[src/rtl/demux32_stream.sv]
// ---------------------------------------------------------------------------
// demux32_stream
//
// 1-to-32 registered demultiplexer. One producer stream is steered to one of
// 32 output channels by a 5-bit select. Every channel owns a one-entry holding
// register (EMPTY/FULL, kept in out_valid[k]) with its own valid/ready
// handshake, so the 32 consumers drain independently of each other.
//
// Optional feature (compile-time macro):
//   DEMUX_BCAST_EN  - when defined, in_bcast=1 writes in_data into all 32
//                     channels at once. It is accepted only when every channel
//                     can take a word in the same cycle. When undefined,
//                     in_bcast is ignored and no broadcast logic is built.
//
// Parameters:
//   N           data width per channel in bits (N >= 1)
//
// Ports:
//   clk         system clock, all state changes on the rising edge
//   rst         asynchronous active-high reset
//   in_valid    producer presents a word on in_data
//   in_ready    demux takes the word this cycle (combinational)
//   in_sel      destination channel 0..31
//   in_data     word to route
//   in_bcast    broadcast request (DEMUX_BCAST_EN builds only)
//   out_valid   bit k: channel k holds a word
//   out_ready   bit k: consumer k takes its word this cycle
//   out_data    channel k is out_data[k*N +: N]
//   xfer_count  16-bit wrapping count of accepted input transfers
// ---------------------------------------------------------------------------
module demux32_stream #(
  parameter int N = 8
) (
  input  logic            clk,
  input  logic            rst,
  input  logic            in_valid,
  output logic            in_ready,
  input  logic [4:0]      in_sel,
  input  logic [N-1:0]    in_data,
  input  logic            in_bcast,
  output logic [31:0]     out_valid,
  input  logic [31:0]     out_ready,
  output logic [32*N-1:0] out_data,
  output logic [15:0]     xfer_count
);

  // A channel can take a new word when it is empty or is being drained in
  // this same cycle (load and drain together keep full throughput).
  logic [31:0] slot_free;
  logic        bcast_mode;
  logic        accept;
  logic [31:0] load;

  assign slot_free = ~out_valid | out_ready;

`ifdef DEMUX_BCAST_EN
  assign bcast_mode = in_bcast;
`else
  // Port kept for a stable interface; intentionally left unconnected.
  logic unused_in_bcast;
  assign unused_in_bcast = in_bcast;
  assign bcast_mode      = 1'b0;
`endif

  // Broadcast waits until every channel is free; in_sel is ignored then.
  // in_ready never looks at in_valid.
  assign in_ready = bcast_mode ? (&slot_free) : slot_free[in_sel];
  assign accept   = in_valid & in_ready;

  always_comb begin
    load = '0;
    if (accept) begin
      if (bcast_mode) load = '1;
      else            load[in_sel] = 1'b1;
    end
  end

  // ---- register stage: per-channel holding registers and transfer counter
  always_ff @(posedge clk or posedge rst) begin
    if (rst) begin
      out_valid  <= '0;
      out_data   <= '0;
      xfer_count <= '0;
    end else begin
      for (int k = 0; k < 32; k++) begin
        if (load[k]) begin
          out_valid[k]        <= 1'b1;
          out_data[k*N +: N]  <= in_data;
        end else if (out_ready[k]) begin
          // Drain leaves the data in place; only the valid flag drops.
          out_valid[k] <= 1'b0;
        end
      end
      // A broadcast is one transfer; the counter wraps silently.
      if (accept) xfer_count <= xfer_count + 16'd1;
    end
  end

endmodule
[config.mk]
export PLATFORM = sky130hd
export DESIGN_NAME = demux32_stream
export DESIGN_NICKNAME = d
export VERILOG_FILES = /design/src/rtl/demux32_stream.sv
export SDC_FILE = /design/constraint.sdc
export NUM_CORES = 1
export LEC_CHECK = 0
export BUFFER_PORTS_ARGS = -buffer_cell sky130_fd_sc_hd__buf_2
export CAP_MARGIN = 0
export CORE_AREA = 2 2 177 179
export CTS_CLUSTER_DIAMETER = 30
export DETAILED_ROUTE_END_ITERATION = 10
export DIE_AREA = 0 0 179 181
export PLACE_DENSITY = 0.71
export SLEW_MARGIN = 20
export SYNTH_ARGS = -nofsm -noshare
export SYNTH_HDL_FRONTEND = slang
export SYNTH_SLANG_ARGS = --single-unit
[constraint.sdc]
create_clock -name clk -period 8.5 [get_ports clk]
set_input_delay 0.425 -clock clk [delete_from_list [all_inputs] [get_ports clk]]
set_output_delay 0.425 -clock clk [all_outputs]
set_load 0.05 [all_outputs]
==> run metrics, run 1 <==
status finished clean; via count 8233; Avg Cell Area, Syn 15.18 sq um; Final ANT Viol Nets 0; Core Rows 64; Leak 0.008486 uW; sequential share of power 0.302; Die ar. 32400 sq um; Ys Warns 0; critical path's top delay family simple AND/OR/NAND/NOR gates; DR top layer met5; Mapped Nets 843; Fillers 2531; clk_skew 0.02222 ns; Hold WC Path Type input pin to flop; sequential cell area 7607 sq um; layout net count 1225; CTS root buf clkbuf_16; Yosys cell types 47; Final Cycle Share 0.3543; cell internal pwr 3945 uW; Most used DFF post-synth dfrtp_1; largest cells by area after synthesis dfrtp_1, mux2_2, nand2b_1; Worst Path Max Fanout 16; die height 181 microns; die width 179 microns; largest area contributor in the netlist dfrtp_1; PwrDens 370.4 nW/um^2; Final Max Slew Viols 0; Clock Sinks 304; clock share of power 0.436; reg2reg end out_data[195]; Worst Path Required 8.08 ns; Crit path arrival time 2.59 ns; Vias/cell 5.063; CORE AREA 30350 sq um; Net Sw Power 2177 uW; reg2reg setup slack 5.74 ns; First DRT Iteration DRCs 355; PortBufs 352; Period minus WS final 3.011 ns; Placed Area 14140 sq um; Post-CTS Resized 0; hold bufs inserted after CTS 0; post-synthesis sequential element count 304; DRC 0; Clock Tree Buf Depth 3; WHS 0.09947 ns; H-Tree Depth 3; Gate Count Post-Synth 793; routed length per instance 21.52 microns; worst-path cell chain buf_2, or2b_2, o22ai_1, or3_1, a221o_1, nor4_1, buf_2; Worst path slowest cell a221o_1; endpoint class of the critical path primary output; HPWL Detailed 23.37 mm; GPL Wtd Cong 0.7861; grt total ovfl 0; synthesized area 12040 sq um; synth cell count leaders dfrtp_1, mux2_2, nand2_1, nand2b_1, clkbuf_1; clock buffer count from CTS 67; vias in the first global route 8921; CP Class input pin to primary output; Detailed Route WL 35.00 mm; drt pass-1 iters 4; TritonCTS clock tree done; met1 WL 14.54 mm; clock slew at reported path FFs 0.05 ns; initial antenna violation count 6; Slowest Stage Delay on Critical Path 0.44 ns; Final Hold Vio Count 0; Critical Path End in_ready; worst path bufs/invs 2; WL met3 2.987 mm; Worst-Margin Slew 1.034 ns; Layout area overhead 37.28%; # IOs 354; Slew headroom 0.3082; setup tns final 0 ns; pin count of the biggest net entering global routing 154; fmax 0.3321 GHz; share of cells above drive strength 1 0.6223; Logic pwr share 0.262; Reg-to-Reg Start out_valid[24]; count leader, synth dfrtp_1; Design Area, Final 16530 sq um; Seq/Total Area, Yosys 0.6319; GRT Total Usage 0.2166; switching share of power 0.3556; post-synth top area share 0.6319; area of the multi-input gates 4225 sq um; worst r2r path cells 7; Post-CTS Setup Inserts 0; first-pass GRT wire length 53.05 mm; RSZ-0062 raised after global routing no; FFs w/ async S/R, synth 1.000; Peak VDD IR 0.2422 mV; initial core utilization 0.3967; # Max-Cap Violations 0; CP Launch Type input pin; WP depth 7; Setup Viol. Count Final 0; Setup crit start in_sel[0]; EDFF count, synth 0; CP dominant cell by count buf_2; met2 wire length 16.46 mm; Worst-Skew Late Latency 0.54 ns
==> worst reg2reg max path, delay by kind of cell, from the launching register on <==
kind	cells	cell delay [ns]
compound gates	1	0.34
mux	2	0.91
simple gates	4	1.06
flops	1	0.33
==> final cells by class <==
cell class,instances,area share
antenna,4,0.0006056
clock buffer,85,0.1148
clock inverter,35,0.02884
inverter,3,0.0009085
multi-input combinational,444,0.2557
sequential,304,0.4603
tap,396,0.02998
timing repair buffer,355,0.1089
==> worst min-delay path by stage <==
| stage | start | cells past startpoint | to | slack [ns] |
|---|---|---|---|---|
| after floorplan | out_ready[12] | 1 | out_valid[12] | 0.52 |
| after global placement | out_valid[1] | 2 | out_valid[1] | 0.48 |
| after detailed placement | xfer_count[11] | 1 | xfer_count[11] | 0.48 |
| after CTS | out_ready[12] | 2 | out_valid[12] | 0.06 |
| after global routing | out_ready[12] | 2 | out_valid[12] | 0.1 |
| final | out_ready[12] | 2 | out_valid[12] | 0.1 |
==> registers in the layout, indices dropped and copies added (netlist names) <==
name	cells
out_data	256
out_valid	32
xfer_count	16
==> power groups by stage <==
stage / sequential, uW / clock (uW) / combinational (uW)
3_5_place_dp: 1860 / 0 / 1610
3_3_place_gp: 1850 / 0 / 1590
5_1_grt: 1880 / 2790 / 1660
4_1_cts: 1850 / 2720 / 1610
6_report: 1850 / 2670 / 1600
2_1_floorplan: 2770 / 0 / 298
==> cell usage in the layout (no fill, tap or decap), types with 7 or more instances in the layout <==
cell,netlist,final
nand2_1,36,36
mux2_2,249,249
and3_1,7,7
buf_2,3,352
nand3_2,9,9
clkbuf_8,0,11
clkinvlp_4,0,9
nand2b_1,33,33
clkbuf_16,0,69
o22ai_1,8,8
nor2_1,7,7
o21ai_0,10,10
bufinv_16,0,9
xnor2_1,13,13
dfrtp_1,304,304
clkinv_2,0,10
nand3_1,10,10
mux2_4,8,8
==> layer usage <==
layer	vias up	global-route usage
met5	-	0
met1	4204	0.2730
met3	73	0.07029
met2	355	0.3465
li1	3597	-
met4	4	0.08195
==> metrics by stage <==
step | utilization | total power [uW] | setup WS [ns] | std cells
floorplan | - | 3069 | 4.032 | 793
global placement | 0.4659 | 3443 | 5.315 | 1502
detailed placement | 0.4659 | 3472 | 5.282 | 1502
CTS | 0.5441 | 6182 | 5.431 | 1622
global route | 0.5443 | 6339 | 5.321 | 1623
finish | 0.5446 | 6122 | 5.489 | 1626
==> logic make-up after synthesis <==
logic type,share of synthesized area
AOI/OAI and AO/OA,0.01351
xor gates and xnor gates,0.01091
adders and majority gates,0.001039
buffers and inverters,0.01715
DFF,0.6319
muxes,0.2504
and+or+nand+nor,0.07514
No activity file was read; power rests on OpenSTA's default activity.
==> run 2, diff against run 1 <==
==> constraint.sdc (replaced) <==
create_clock -name clk -period 2.4 [get_ports clk]
set_input_delay 0.12 -clock clk [delete_from_list [all_inputs] [get_ports clk]]
set_output_delay 0.12 -clock clk [all_outputs]
set_load 0.05 [all_outputs]
==> run 2 against run 1 <==
Against the previous run: core utilization rose by 1.8 points; via count increased by 3.7%; first-iteration DRC count rose by 14%; critical path type is now flop to flop; clock-buffer cell count fell by 17.
==> run metrics, run 2 (same netlist as run 1, synthesis figures left out) <==
TritonCTS clock tree done; die width 179 microns (unchanged); met1 WL 14.92 mm (+2.6%); Final Cycle Share 0.9744; Period minus WS final 2.339 ns; CORE AREA 30350 sq um (unchanged); Core Rows 64 (unchanged); Worst Path Required 2.84 ns (-5.24 ns); first-pass GRT wire length 55.23 mm (+4.1%); Leak 0.008775 uW (+3.4%); sequential share of power 0.314 (+0.012); switching share of power 0.3671 (+0.01150); CP Launch Type flop; Biggest register out_data; GPL Wtd Cong 0.8183 (+4.1%); cell internal pwr 13240 uW (+240%); routed length per instance 21.74 microns (+1.0%); Slew headroom 0.3912 (+0.08298); status finished clean; Tot Pwr 20910 uW (+240%); endpoint class of the critical path flop; Net Sw Power 7679 uW (+250%); vias in the first global route 8921 (unchanged); Die ar. 32400 sq um (unchanged); # IOs 354 (unchanged); clk_skew 0.01840 ns (-0.003812 ns); Final Hold Vio Count 0 (unchanged); GRT Total Usage 0.2260 (+0.009389); Logic pwr share 0.276 (+0.014); layout net count 1297 (+5.9%); Clock Sinks 304 (unchanged); # Max-Cap Violations 0 (unchanged); WL met3 3.367 mm (+13%); Placed Area 14550 sq um (+2.9%); CP Class flop to flop; Fillers 2434 (-3.8%); RSZ-0062 raised after global routing yes; Worst Path Max Fanout 4 (-12); die height 181 microns (unchanged); initial antenna violation count 3 (-3); Final ANT Viol Nets 0 (unchanged); pin count of the biggest net entering global routing 61 (-60%); First DRT Iteration DRCs 404 (+14%); share of cells above drive strength 1 0.6214 (-0.0009150); clock slew at reported path FFs 0.05 ns (about the same); drt pass-1 iters 4 (unchanged); PwrDens 1226 nW/um^2 (+230%); PortBufs 352 (unchanged); H-Tree Depth 2 (-1); largest registers out_data (256), out_valid (32), xfer_count (16); initial core utilization 0.3967 (unchanged); Crit path arrival time 2.78 ns (+0.19 ns); commonest non-fill, non-tap cells in the layout buf_2, dfrtp_1, mux2_2, clkbuf_16, buf_4; Worst-Margin Slew 0.9132 ns (-0.1207 ns); met2 wire length 17.62 mm (+7.0%); Hold WC Path Type input pin to flop; Design Area, Final 17060 sq um (+3.2%); grt total ovfl 0 (unchanged); Setup Viol. Count Final 0 (unchanged); Layout area overhead 41.71%; via count 8539 (+3.7%); leading cell type in the layout, fill and taps excluded buf_2; fmax 0.4276 GHz; Peak VDD IR 0.7919 mV (+230%); clock share of power 0.410 (-0.026); setup slack at placement 0.02493 ns (-5.257 ns); DR top layer met4; Largest register FFs 256 (unchanged); HPWL Detailed 24.66 mm (+5.5%); Worst-Skew Late Latency 0.56 ns (+0.02 ns); clock buffer count from CTS 60 (-10%); DRC 0 (unchanged); Detailed Route WL 36.92 mm (+5.5%); Final Max Slew Viols 0 (unchanged); Clock Tree Buf Depth 3 (unchanged); Vias/cell 5.029 (-0.68%); worst setup margin 0.06138 ns (-5.427 ns); CTS root buf clkbuf_16
run 2: changes by cell type in the layout (fill, tap and decap cells not counted), moves of 5 or more:
cell           delta
inv_6             +6
buf_4            +42
clkbuf_8          -7
buf_12            +6
dlygate4sd3_1    +33
clkbuf_16         -8
clkinv_2          +5
run 2: worst max-delay path, cell delays in order (launching register included):
cell and delay (ns):
dfrtp_1 0.37, nand2b_1 0.16, o22ai_1 0.11, o21a_1 0.29, or3b_2 0.57, nor3_4 0.24
buf_4 0.15, mux2_2 0.31
run 2: what timing repair did:
| action | 4_1_cts | 5_1_grt |
|---|---|---|
| pin swaps | 4 | 3 |
| setup buffers | 2 | 3 |
| gates resized for setup | 0 | 5 |
| endpoints found under the setup margin | 1 | 32 |
| hold endpoints to repair | 46 | 0 |
| hold buffers | 33 | 0 |
run 2: final cells by class:
class                   count  area (sq um)  area share
diodes                      5         12.51   0.0007334
flip-flops and latches    304          7607      0.4459
clock buffers              68          1593     0.09336
repair buffers            434          2550      0.1495
multi-input cells         444          4269      0.2502
well taps                 396         495.5     0.02904
inverters                   3         15.01   0.0008801
clock inverters            44         518.0     0.03036
run 2: path summary, 6_finish.rpt:
kind	start	slack, ns	to	depth (start not counted)
worst max-delay path	out_valid[5]	0.06	xfer_count[1]	7
worst min-delay path	in_sel[1]	0.07	out_valid[20]	4
worst max register to register	out_valid[5]	0.06	xfer_count[1]	7
worst min register to register	xfer_count[15]	0.49	xfer_count[15]	1
max in group asynchronous	rst	1.37	out_data[91]	4
min in group asynchronous	rst	0.25	out_data[67]	3
run 2: routing by layer:
layer  global-route usage  vias up
met5                    0        -
met4              0.07350        0
met3              0.07218       66
met2               0.3663      374
met1               0.2862     4360
li1                     -     3739
run 2: stage by stage:
step                utilization  hold WS, ns  TNS (ns)  cells
floorplan                     -       0.2190   -537.18    793
global placement         0.4793       0.3037         0   1544
detailed placement       0.4793       0.3010         0   1544
CTS                      0.5600      0.03847  -0.08152   1690
global route             0.5618      0.08679   -0.1059   1694
finish                   0.5621      0.06627         0   1698
run 2: power by group through the flow:
stage,clock [uW],sequential [uW],combinational (uW)
after global routing,8970,6680,6000
after detailed placement,0,6610,5740
after CTS,8700,6560,5810
final,8570,6560,5780
after floorplan,0,9810,1060
after global placement,0,6560,5690
==> run 3, diff against run 2 <==
--- a/config.mk
+++ b/config.mk
@@ -12,6 +12,7 @@
 export DETAILED_ROUTE_END_ITERATION = 10
 export DIE_AREA = 0 0 179 181
 export PLACE_DENSITY = 0.71
+export RECOVER_POWER = 100
 export SLEW_MARGIN = 20
 export SYNTH_ARGS = -nofsm -noshare
 export SYNTH_HDL_FRONTEND = slang
==> run 3 against run 2 <==
Against the previous run: clock skew about the same; power decreased by 1.2%; flip-flop and latch count unchanged; via count increased by 0.33%; fmax decreased by 1.2%; final cell count about the same; sequential power about the same; wire length increased by 0.24%; register-to-register slack got worse by 0.03 ns; clock power about the same.
==> run metrics, run 3 (same netlist as run 1, synthesis figures left out) <==
status finished clean; CTS root buf clkbuf_16; largest registers out_data (256), out_valid (32), xfer_count (16); layout net count 1297 (unchanged); initial antenna violation count 3 (unchanged); Final Max Slew Viols 0 (unchanged); Final ANT Viol Nets 0 (unchanged); worst-path cell chain nand2b_1, o22ai_1, o21a_1, or3b_2, nor3_4, buf_4, mux2_2; Worst-Skew Late Latency 0.56 ns (about the same); clock slew at reported path FFs 0.05 ns (about the same); RSZ-0062 raised after global routing yes; Period minus WS final 2.367 ns (+0.02860 ns); fin util 0.5468 (-0.01534); Crit path arrival time 2.81 ns (+0.03 ns); via count 8567 (+0.33%); Final Cycle Share 0.9863 (+0.01192); grt total ovfl 0 (unchanged); die width 179 microns (unchanged); Worst Path Required 2.84 ns (about the same); Hold WC Path Type input pin to flop; # IOs 354 (unchanged); H-Tree Depth 2 (unchanged); PwrDens 1246 nW/um^2 (+1.6%); Core Rows 64 (unchanged); Worst path slowest cell or3b_2; Setup Viol. Count Final 0 (unchanged); Final Hold Vio Count 0 (unchanged); GPL Wtd Cong 0.8183 (unchanged); CP Class flop to flop; Worst-Margin Slew 1.387 ns (+0.4740 ns); share of cells above drive strength 1 0.3809 (-0.2406); Biggest register out_data; routed length per instance 21.81 microns (+0.30%); First DRT Iteration DRCs 398 (-1.5%); Clock Tree Buf Depth 3 (unchanged); first-pass GRT wire length 55.23 mm (unchanged); GRT Total Usage 0.2260 (unchanged); Peak VDD IR 0.7768 mV (-1.9%); Slowest Stage Delay on Critical Path 0.58 ns (about the same); Die ar. 32400 sq um (unchanged); initial core utilization 0.3967 (unchanged); vias in the first global route 8921 (unchanged); Clock Sinks 304 (unchanged); clock buffer count from CTS 60 (unchanged); HPWL Detailed 24.66 mm (unchanged); leading cell type in the layout, fill and taps excluded clkbuf_1; Fillers 2590 (+6.4%); Layout area overhead 37.84%; hold_sp in_sel[1]; DRC 0 (unchanged); endpoint class of the critical path flop; Vias/cell 5.048 (+0.39%); Reg-to-Reg Start out_valid[5]; Detailed Route WL 37.01 mm (+0.24%); commonest non-fill, non-tap cells in the layout clkbuf_1, dfrtp_1, mux2_2, clkbuf_16, buf_2; drt pass-1 iters 4 (unchanged); fmax 0.4224 GHz (-1.2%); pin count of the biggest net entering global routing 61 (unchanged); PortBufs 352 (unchanged); dpl cells 1544 (unchanged); CP Launch Type flop; area of the multi-input gates 4269 sq um (unchanged); WHS 0.06275 ns (-0.003518 ns); setup tns final 0 ns (unchanged); Leak 0.007631 uW (-13%); Setup crit start out_valid[5]; TritonCTS clock tree done; Slew headroom 0.07010 (-0.3211); sequential cell area 7607 sq um (unchanged); clk_skew 0.01805 ns (-0.0003587 ns); CORE AREA 30350 sq um (unchanged); # Max-Cap Violations 0 (unchanged); die height 181 microns (unchanged); Largest register FFs 256 (unchanged); Cell Count, Final, Fillers Out 1697 (-0.059%); Worst Path Max Fanout 4 (unchanged)
run 3: cell count changes in the layout (fill, tap and decap cells not counted), sizes merged:
cell	delta
diode	-1
clkbuf	+319
buf	-319
run 3: timing repair:
| action | CTS | global route |
|---|---|---|
| endpoints found under the hold margin | 46 | 0 |
| buffers inserted | 2 | 3 |
| hold buffers | 33 | 0 |
| endpoints found under the setup margin | 1 | 32 |
| pin swaps | 4 | 3 |
| gates resized for setup | 0 | 5 |
run 3: path summary, 6_finish.rpt:
| path | depth (start not counted) | to | slack (ns) |
|---|---|---|---|
| max in group asynchronous | 4 | out_data[228] | 0.48 |
| setup reg to reg | 7 | xfer_count[1] | 0.03 |
| setup / recovery | 7 | xfer_count[1] | 0.03 |
| hold / removal | 4 | out_valid[20] | 0.06 |
| min in group asynchronous | 3 | out_data[67] | 0.41 |
| hold reg to reg | 1 | xfer_count[15] | 0.49 |
run 3: worst max-delay path: cells and delay by family, from the launching register on:
family	cells	cell delay, ns
compound gates	2	0.41
flops	1	0.38
buf+inv	1	0.15
mux	1	0.31
simple gates	3	1.00
run 3: layout make-up:
| class | count | area share |
|---|---|---|
| clock buffer | 68 | 0.09598 |
| multi-input combinational | 444 | 0.2573 |
| sequential | 304 | 0.4584 |
| clock inverter | 44 | 0.03121 |
| inverter | 3 | 0.0007540 |
| timing repair buffer | 434 | 0.1259 |
| tap | 396 | 0.02986 |
| antenna | 4 | 0.0006032 |
run 3: per-stage QoR:
step                      area, sq um  setup WS [ns]  power [uW]
after floorplan                 12060         -1.763       10870
after global placement          14550        0.06141       12250
after detailed placement        14550        0.02493       12360
after CTS                       17000       -0.08152       21070
after global routing            16590       -0.04631       21390
final                           16590        0.03277       20670
run 3: power breakdown:
| group | switching [uW] | leakage (uW) | internal [uW] |
|---|---|---|---|
| combinational | 4350 | 0.00267 | 1150 |
| sequential | 545 | 0.00393 | 6050 |
| clock | 2820 | 0.00104 | 5750 |
| total | 7710 | 0.00763 | 13000 |
run 3: layer usage:
layer,part of all wire,vias to the layer above,global-route usage
li1,-,3736,-
met3,0.087,72,0.07218
met1,0.41,4381,0.2862
met4,0.029,0,0.07350
met2,0.47,378,0.3663
met5,0,-,0
